`config.mk`:
```
export PLATFORM = sky130hd
export DESIGN_NAME = wptr_full
export DESIGN_NICKNAME = d
export VERILOG_FILES = /design/src/rtl/wptr_full_pkg.sv /design/src/rtl/wptr_full_gray2bin.sv /design/src/rtl/wptr_full.sv
export SDC_FILE = /design/constraint.sdc
export NUM_CORES = 1
export LEC_CHECK = 0
export ABC_AREA = 1
export BUFFER_PORTS_ARGS = -buffer_cell sky130_fd_sc_hd__clkbuf_2
export CELL_PAD_IN_SITES_DETAIL_PLACEMENT = 2
export CELL_PAD_IN_SITES_GLOBAL_PLACEMENT = 2
export CORE_ASPECT_RATIO = 0.9
export CORE_MARGIN = 3
export CORE_UTILIZATION = 26
export CTS_CLUSTER_DIAMETER = 60
export DETAILED_ROUTE_END_ITERATION = 8
export GPL_TIMING_DRIVEN = 0
export PLACE_DENSITY_LB_ADDON = 0.25
export SETUP_SLACK_MARGIN = 0.05
export SYNTH_ARGS = -nofsm -noshare
export SYNTH_HDL_FRONTEND = slang
export SYNTH_SLANG_ARGS = --single-unit
```
`constraint.sdc`:
```
create_clock -name clk -period 1.9 [get_ports clk]
set_input_delay 0.38 -clock clk [delete_from_list [all_inputs] [get_ports clk]]
set_output_delay 0.38 -clock clk [all_outputs]
set_load 0.02 [all_outputs]
```
`src/rtl/wptr_full_pkg.sv`:
```
// Shared FIFO defaults: pointer width, almost-full threshold and depth derivation.
// Both the write-side and read-side pointer blocks import this package.
package wptr_full_pkg;

  localparam int FIFO_ADDR_WIDTH   = 4;
  localparam int FIFO_AFULL_THRESH = 2;

  function automatic int fifo_depth(input int addr_width);
    return 1 << addr_width;
  endfunction

endpackage

```
`src/rtl/wptr_full_gray2bin.sv`:
```
// Gray-to-binary converter; each binary bit is the XOR of all Gray bits at or above it.
// Reused by the read-side pointer block.
module gray2bin #(
  parameter int WIDTH = 5
) (
  input  logic [WIDTH-1:0] gray,
  output logic [WIDTH-1:0] bin
);

  always_comb begin
    bin = '0;
    for (int i = 0; i < WIDTH; i++) begin
      bin[i] = ^(gray >> i);
    end
  end

endmodule

```
`src/rtl/wptr_full.sv`:
```
// Write-side pointer and status block of an async FIFO: binary/Gray write pointer,
// registered full / almost-full / level flags and a sticky overflow error.
module wptr_full
  import wptr_full_pkg::*;
#(
  parameter int ADDR_WIDTH   = FIFO_ADDR_WIDTH,
  parameter int AFULL_THRESH = FIFO_AFULL_THRESH
) (
  input  logic                  clk,
  input  logic                  rst_n,
  input  logic                  wr_en,
  input  logic [ADDR_WIDTH:0]   rq2_rgray,
  output logic                  wmem_en,
  output logic [ADDR_WIDTH-1:0] waddr,
  output logic [ADDR_WIDTH:0]   wgray,
  output logic                  wfull,
  output logic                  walmost_full,
  output logic [ADDR_WIDTH:0]   wlevel,
  output logic                  wovf
);

  localparam int PW    = ADDR_WIDTH + 1;
  localparam int DEPTH = fifo_depth(ADDR_WIDTH);

  localparam logic [PW-1:0] AFULL_LEVEL = PW'(DEPTH - AFULL_THRESH);
  // Full when the write pointer has lapped the read pointer: top two Gray bits inverted.
  localparam logic [PW-1:0] FULL_MASK   = PW'(3) << (PW - 2);

  logic [PW-1:0] wbin_q, wbin_d;
  logic [PW-1:0] wgray_q, wgray_d;
  logic [PW-1:0] wlevel_q, wlevel_d;
  logic          wfull_q, wfull_d;
  logic          walmost_full_q, walmost_full_d;
  logic          wovf_q, wovf_d;
  logic [PW-1:0] rbin_s;

  gray2bin #(
    .WIDTH (PW)
  ) u_rgray2bin (
    .gray (rq2_rgray),
    .bin  (rbin_s)
  );

  assign wmem_en = wr_en & ~wfull_q;

  always_comb begin
    wbin_d         = wbin_q + PW'(wmem_en);
    wgray_d        = wbin_d ^ (wbin_d >> 1);
    wfull_d        = (wgray_d == (rq2_rgray ^ FULL_MASK));
    wlevel_d       = wbin_d - rbin_s;
    walmost_full_d = (wlevel_d >= AFULL_LEVEL);
    wovf_d         = wovf_q | (wr_en & wfull_q);
  end

  always_ff @(posedge clk or negedge rst_n) begin
    if (!rst_n) begin
      wbin_q         <= '0;
      wgray_q        <= '0;
      wlevel_q       <= '0;
      wfull_q        <= 1'b0;
      walmost_full_q <= 1'b0;
      wovf_q         <= 1'b0;
    end else begin
      wbin_q         <= wbin_d;
      wgray_q        <= wgray_d;
      wlevel_q       <= wlevel_d;
      wfull_q        <= wfull_d;
      walmost_full_q <= walmost_full_d;
      wovf_q         <= wovf_d;
    end
  end

  assign waddr        = wbin_q[ADDR_WIDTH-1:0];
  assign wgray        = wgray_q;
  assign wfull        = wfull_q;
  assign walmost_full = walmost_full_q;
  assign wlevel       = wlevel_q;
  assign wovf         = wovf_q;

endmodule

```
After elaboration in Yosys (flattened, before gate mapping)
Index checks and enable logic that the tools add are counted.

word-level totals
  output and inout bits = 18
  input port bits = 8
  flip-flop bits (word level) = 18

operators by class
  $lt $le $gt $ge = 1
  add/sub/neg operators = 2
  equal/unequal tests = 1
  reductions and logical operators = 5
  bitwise operators = 6

operator list
  kind                count
  $reduce_xor 5->1    5
  $add 5x1->5         1
  $eq 5x5->1          1
  $ge 5x4->1 const B  1
  $sub 5x5->5         1
  $xor 5x4->5         1
  $and 1x1->1         2
  $not 2->2           1
  $not 1->1           1
  $or 1x1->1          1

Depth between registers and ports, before layout
  word-level depth = 5
  mapped depth = 16
  depth with buffers taken out = 16

Cells and area by module
A second synthesis with hierarchy kept.

unflattened totals
  cell total of the unflattened synthesis = 140
  area, all modules = 1084.8 µm²

modules (own cells, without submodules)
  module     cells each  area each (µm²)  times used
  wptr_full  116         960.9            1
  gray2bin   24          123.9            1

Worst setup path before layout
No wires, ideal clock.

  path kind = flip-flop to flip-flop
  from = register wfull_q (netlist: wfull)
  to = register walmost_full_q (netlist: walmost_full)
  period minus slack after synthesis = 2461 ps
  arrival time = 2343 ps
  slack = -561 ps
  cell stages (with the launch flop) = 12
  cell sequence = dfrtp_1 > nor2_1 > ha_1 > ha_1 > inv_1 > fa_1 > nor2_1 > nor2_1 > nand2_2 > nand3_1 > nand2_1 > nand2_1

on the way
  word-level cells in the longest chain between the ends = 5

RTL lines
  item                    line             RTL
  start, declared         wptr_full.sv:32  logic wfull_q, wfull_d;
  start signal, assigned  wptr_full.sv:67  wfull_q <= wfull_d;
  $not 1->1               wptr_full.sv:44  assign wmem_en = wr_en & ~wfull_q;
  $and 1x1->1             wptr_full.sv:44
  net wmem_en             wptr_full.sv:13  output logic wmem_en,
  $add 5x1->5             wptr_full.sv:47  wbin_d = wbin_q + PW'(wmem_en);
  net wbin_d[1]           wptr_full.sv:29  logic [PW-1:0] wbin_q, wbin_d;
  $sub 5x5->5             wptr_full.sv:50  wlevel_d = wbin_d - rbin_s;
  $ge 5x4->1              wptr_full.sv:51  walmost_full_d = (wlevel_d >= AFULL_LEVEL);
  net walmost_full_d      wptr_full.sv:33  logic walmost_full_q, walmost_full_d;
  end signal, assigned    wptr_full.sv:68  walmost_full_q <= walmost_full_d;
  end, declared           wptr_full.sv:33

The timed path passes the listed nets, and every way through them passes these cells.

Worst setup path in the final report
  from = register wfull_q (netlist: wfull)
  to = register walmost_full_q (netlist: walmost_full)

on the way
  word-level cells in the longest chain between the ends = 5

RTL lines
  item                line
  $not 1->1           wptr_full.sv:44
  $and 1x1->1         wptr_full.sv:44
  $add 5x1->5         wptr_full.sv:47
  net wbin_d[2]       wptr_full.sv:29
  $sub 5x5->5         wptr_full.sv:50
  $ge 5x4->1          wptr_full.sv:51
  net walmost_full_d  wptr_full.sv:33

The timed path passes the listed nets, and every way through them passes these cells.

==> results.md <==
* CTS tree: done
* Leakage power at around 0.86 nW
* Yosys cell types at 21
* Tot GR Track Use at 16.5%
* Die Y at approximately 66 um
* RSZ-0062 raised after global routing: yes
* Clk network pwr share at between 8 and 9%
* Ant. Diodes at 0
* Starting Density at between 20% and 30%
* Vias in the first global route at 1,186
* FILL cells at roughly 440
* Outcome: complete, but fails checks
* Startpoint types: flip-flop
* # port buffers at 25
* CP endpoint kind: flip-flop
* Fmax at between 500 and 600 MHz
* Area growth from synthesis to layout at 56.9%
* Flip-flop and latch area at 427 sq um
* Setup WS post-layout at -0.0506 ns
* Core area at 0.00378 sq mm
* Mapped Cells at 131
* Largest net degree at the start of global routing at 18
* Wirelength per Cell at roughly 17 um
* Max-Cap Viols at 0
* Critical Setup Path Class: reg2reg
* Worst path required time at approximately 2.1 ns
* Crit Path Max Fanout at 3
* Failing checks: negative setup slack
* Internal at roughly 1.6 mW
* Worst clock skew at ~0.0025 ns
* Drt initial violations at 19
* Post-synth ARST share at 100%
* CTS root buf: clkbuf_8
* Die footprint at around 0.0048 sq mm
* First-pass GRT wire length at slightly below 6000 um
* Final GP Congestion at approximately 0.73
* Initial antenna violation count at 0
* Router iterations before antenna repair at 4
* Peak VDD IR at around 0.76 mV
* Vias per cell at 4.71
* EDFF count, synth at 0
* Synth warnings at 0
* Ports at 26
* Mean Syn Cell Area at around 8 sq um
* Nets at between 150 and 200
* Routed vias at approximately 1,100
* Antenna-violating nets left at 0
* Relative slew margins at 69.0%
* Dpl hpwl at between 2000 and 2500 um
* Tmin final at slightly below 2 ns
* Total CTS buffers at 3
* Placement Rows at 21
* CTS H-Tree Depth at 1
* Part of the cycle the worst path needs at 103%
* Die Width at about 73 um
* NetSw at between 1.5 and 2 mW
* Layout cells sized above 1 at around 55%
* Final hold slack at roughly 0.058 ns
* Min-delay worst type: in2async
* Pwr dens at roughly 2000 mW/mm^2
* Least-Margin Pin Slew at about 0.46 ns
* Seq pwr share at between 20% and 30%
* #FFs+latches synth at 17
* Sink Count at 17
* Clk slew on worst S/H paths at approximately 0.07 ns
* Mapped Area at between 0.001 and 0.0015 sq mm
* Fin. Hold Viols at 0
* Multi-input logic area at 667 sq um
* Worst-Skew Late Latency at ~0.26 ns
* # DRC at 0
* Total length of routed wires at 3860 um
* Setup violations, final at 3
* Predominant post-synthesis flop cell: dfrtp_1
* Final Max Tran Viols at 0
* Max Root-Sink Buffers at 2
* Seq/Total Area, Yosys at between 40 and 50%
* Syn_nets at 145
* Logic pwr share at 71.1%
* Critical Path AT at approximately 2.1 ns
* Final Util at between 40% and 50%
* GRT overflow at 0
* Sw frac at 50.9%
## synthesized netlist by cell type, drive strengths merged, types with 3 or more instances
library cell	number	share of area, %
nand4	3	1.8
nand3	16	8.6
xor2	4	5.9
inv	25	9.0
nor2	7	2.7
ha	5	6.0
nand2	47	19
dfrtp	17	41
## worst max-delay path, cell delays in order (launching register included)
cell and delay (ns):
dfrtp_2 0.43, nor2_4 0.14, ha_4 0.18, ha_4 0.16, inv_4 0.05, nand2_4 0.05
nand2_4 0.06, ha_4 0.29, inv_4 0.04, nor2_4 0.14, nor2_2 0.05, nand2_2 0.07
nand3_2 0.06, nand2_2 0.07, nand2_1 0.04
## power groups by stage
stage	combinational [mW]	sequential (mW)	clock, mW
CTS	2.13	0.661	0.297
floorplan	1.03	0.881	0
global route	2.62	0.695	0.317
finish	2.36	0.671	0.288
global placement	1.66	0.655	0
detailed placement	1.75	0.667	0
## cells in the final DEF (no fill, tap or decap), types with 3 or more instances in the layout
cell type / instances
buf_4: 16
buf_6: 3
clkbuf_2: 23
clkbuf_8: 3
dfrtp_1: 16
ha_4: 3
inv_1: 19
inv_4: 3
nand2_1: 23
nand2_2: 19
nand2_4: 5
nand3_1: 11
nand3_2: 5
nand4_1: 3
nor2_2: 3
## state kept, by name, indices dropped and copies added, names as in the netlist
name	flops
wfull	1
walmost_full	1
wlevel	5
wovf	1
wgray	4
wbin_q	5
## layout make-up
class	count	area share, %
clock buffer	3	2.51
clock inverter	1	0.305
inverter	25	7.69
tap	46	3.50
buffer	1	0.685
timing repair buffer	43	18.7
multi-input combinational	88	40.6
sequential	17	26.0
## layer usage
layer	routed length, um	vias up	GRT usage (%)	part of all wire, %
met1	1530	521	17.8	40
met3	143	10	2.74	3.7
met4	102	0	4.84	2.6
met2	2080	28	32.4	54
met5	0	-	0	0
li1	-	497	-	-
## cells by family (layout without fill, tap and decap cells)
| group | after synthesis | count (layout) | synth area share (%) |
|---|---|---|---|
| AO/OA/AOI/OAI | 2 | 2 | 1.19 |
| XOR/XNOR | 4 | 4 | 5.86 |
| adder cells (fa/ha/maj) | 6 | 6 | 7.89 |
| buffers and inverters | 26 | 73 | 10.0 |
| flip-flops | 17 | 17 | 40.6 |
| AND/OR/NAND/NOR | 76 | 76 | 34.4 |
## timing repair
action / in CTS / in global routing
hold buffers: 0 / 0
pin swaps: 18 / 7
gates resized for setup: 23 / 14
endpoints found under the hold margin: 0 / 0
setup endpoints to repair: 6 / 5
setup buffers: 12 / 6
## through the flow
step	worst slack, ns	instances	total power, mW	instance area [sq um]	TNS, ns
floorplan	-0.119	131	1.91	1150	-0.259
global placement	-0.510	202	2.32	1330	-1.78
detailed placement	-0.554	202	2.42	1330	-2.11
CTS	-0.0585	218	3.09	1550	-0.158
global route	-0.190	224	3.63	1640	-0.620
finish	-0.0506	224	3.32	1640	-0.108
## final timing paths
kind / from / to / slack [ns] / cells after the start
max: wfull / walmost_full / -0.05 / 14
min: rst_n / wbin_q[4] / 0.06 / 1
max reg2reg: wfull / walmost_full / -0.05 / 14
min reg2reg: wovf / wovf / 0.47 / 1
max in group asynchronous: rst_n / wfull / 1.50 / 1
min in group clk: wr_en / wovf / 0.35 / 2
(Power assumes the default switching activity.)
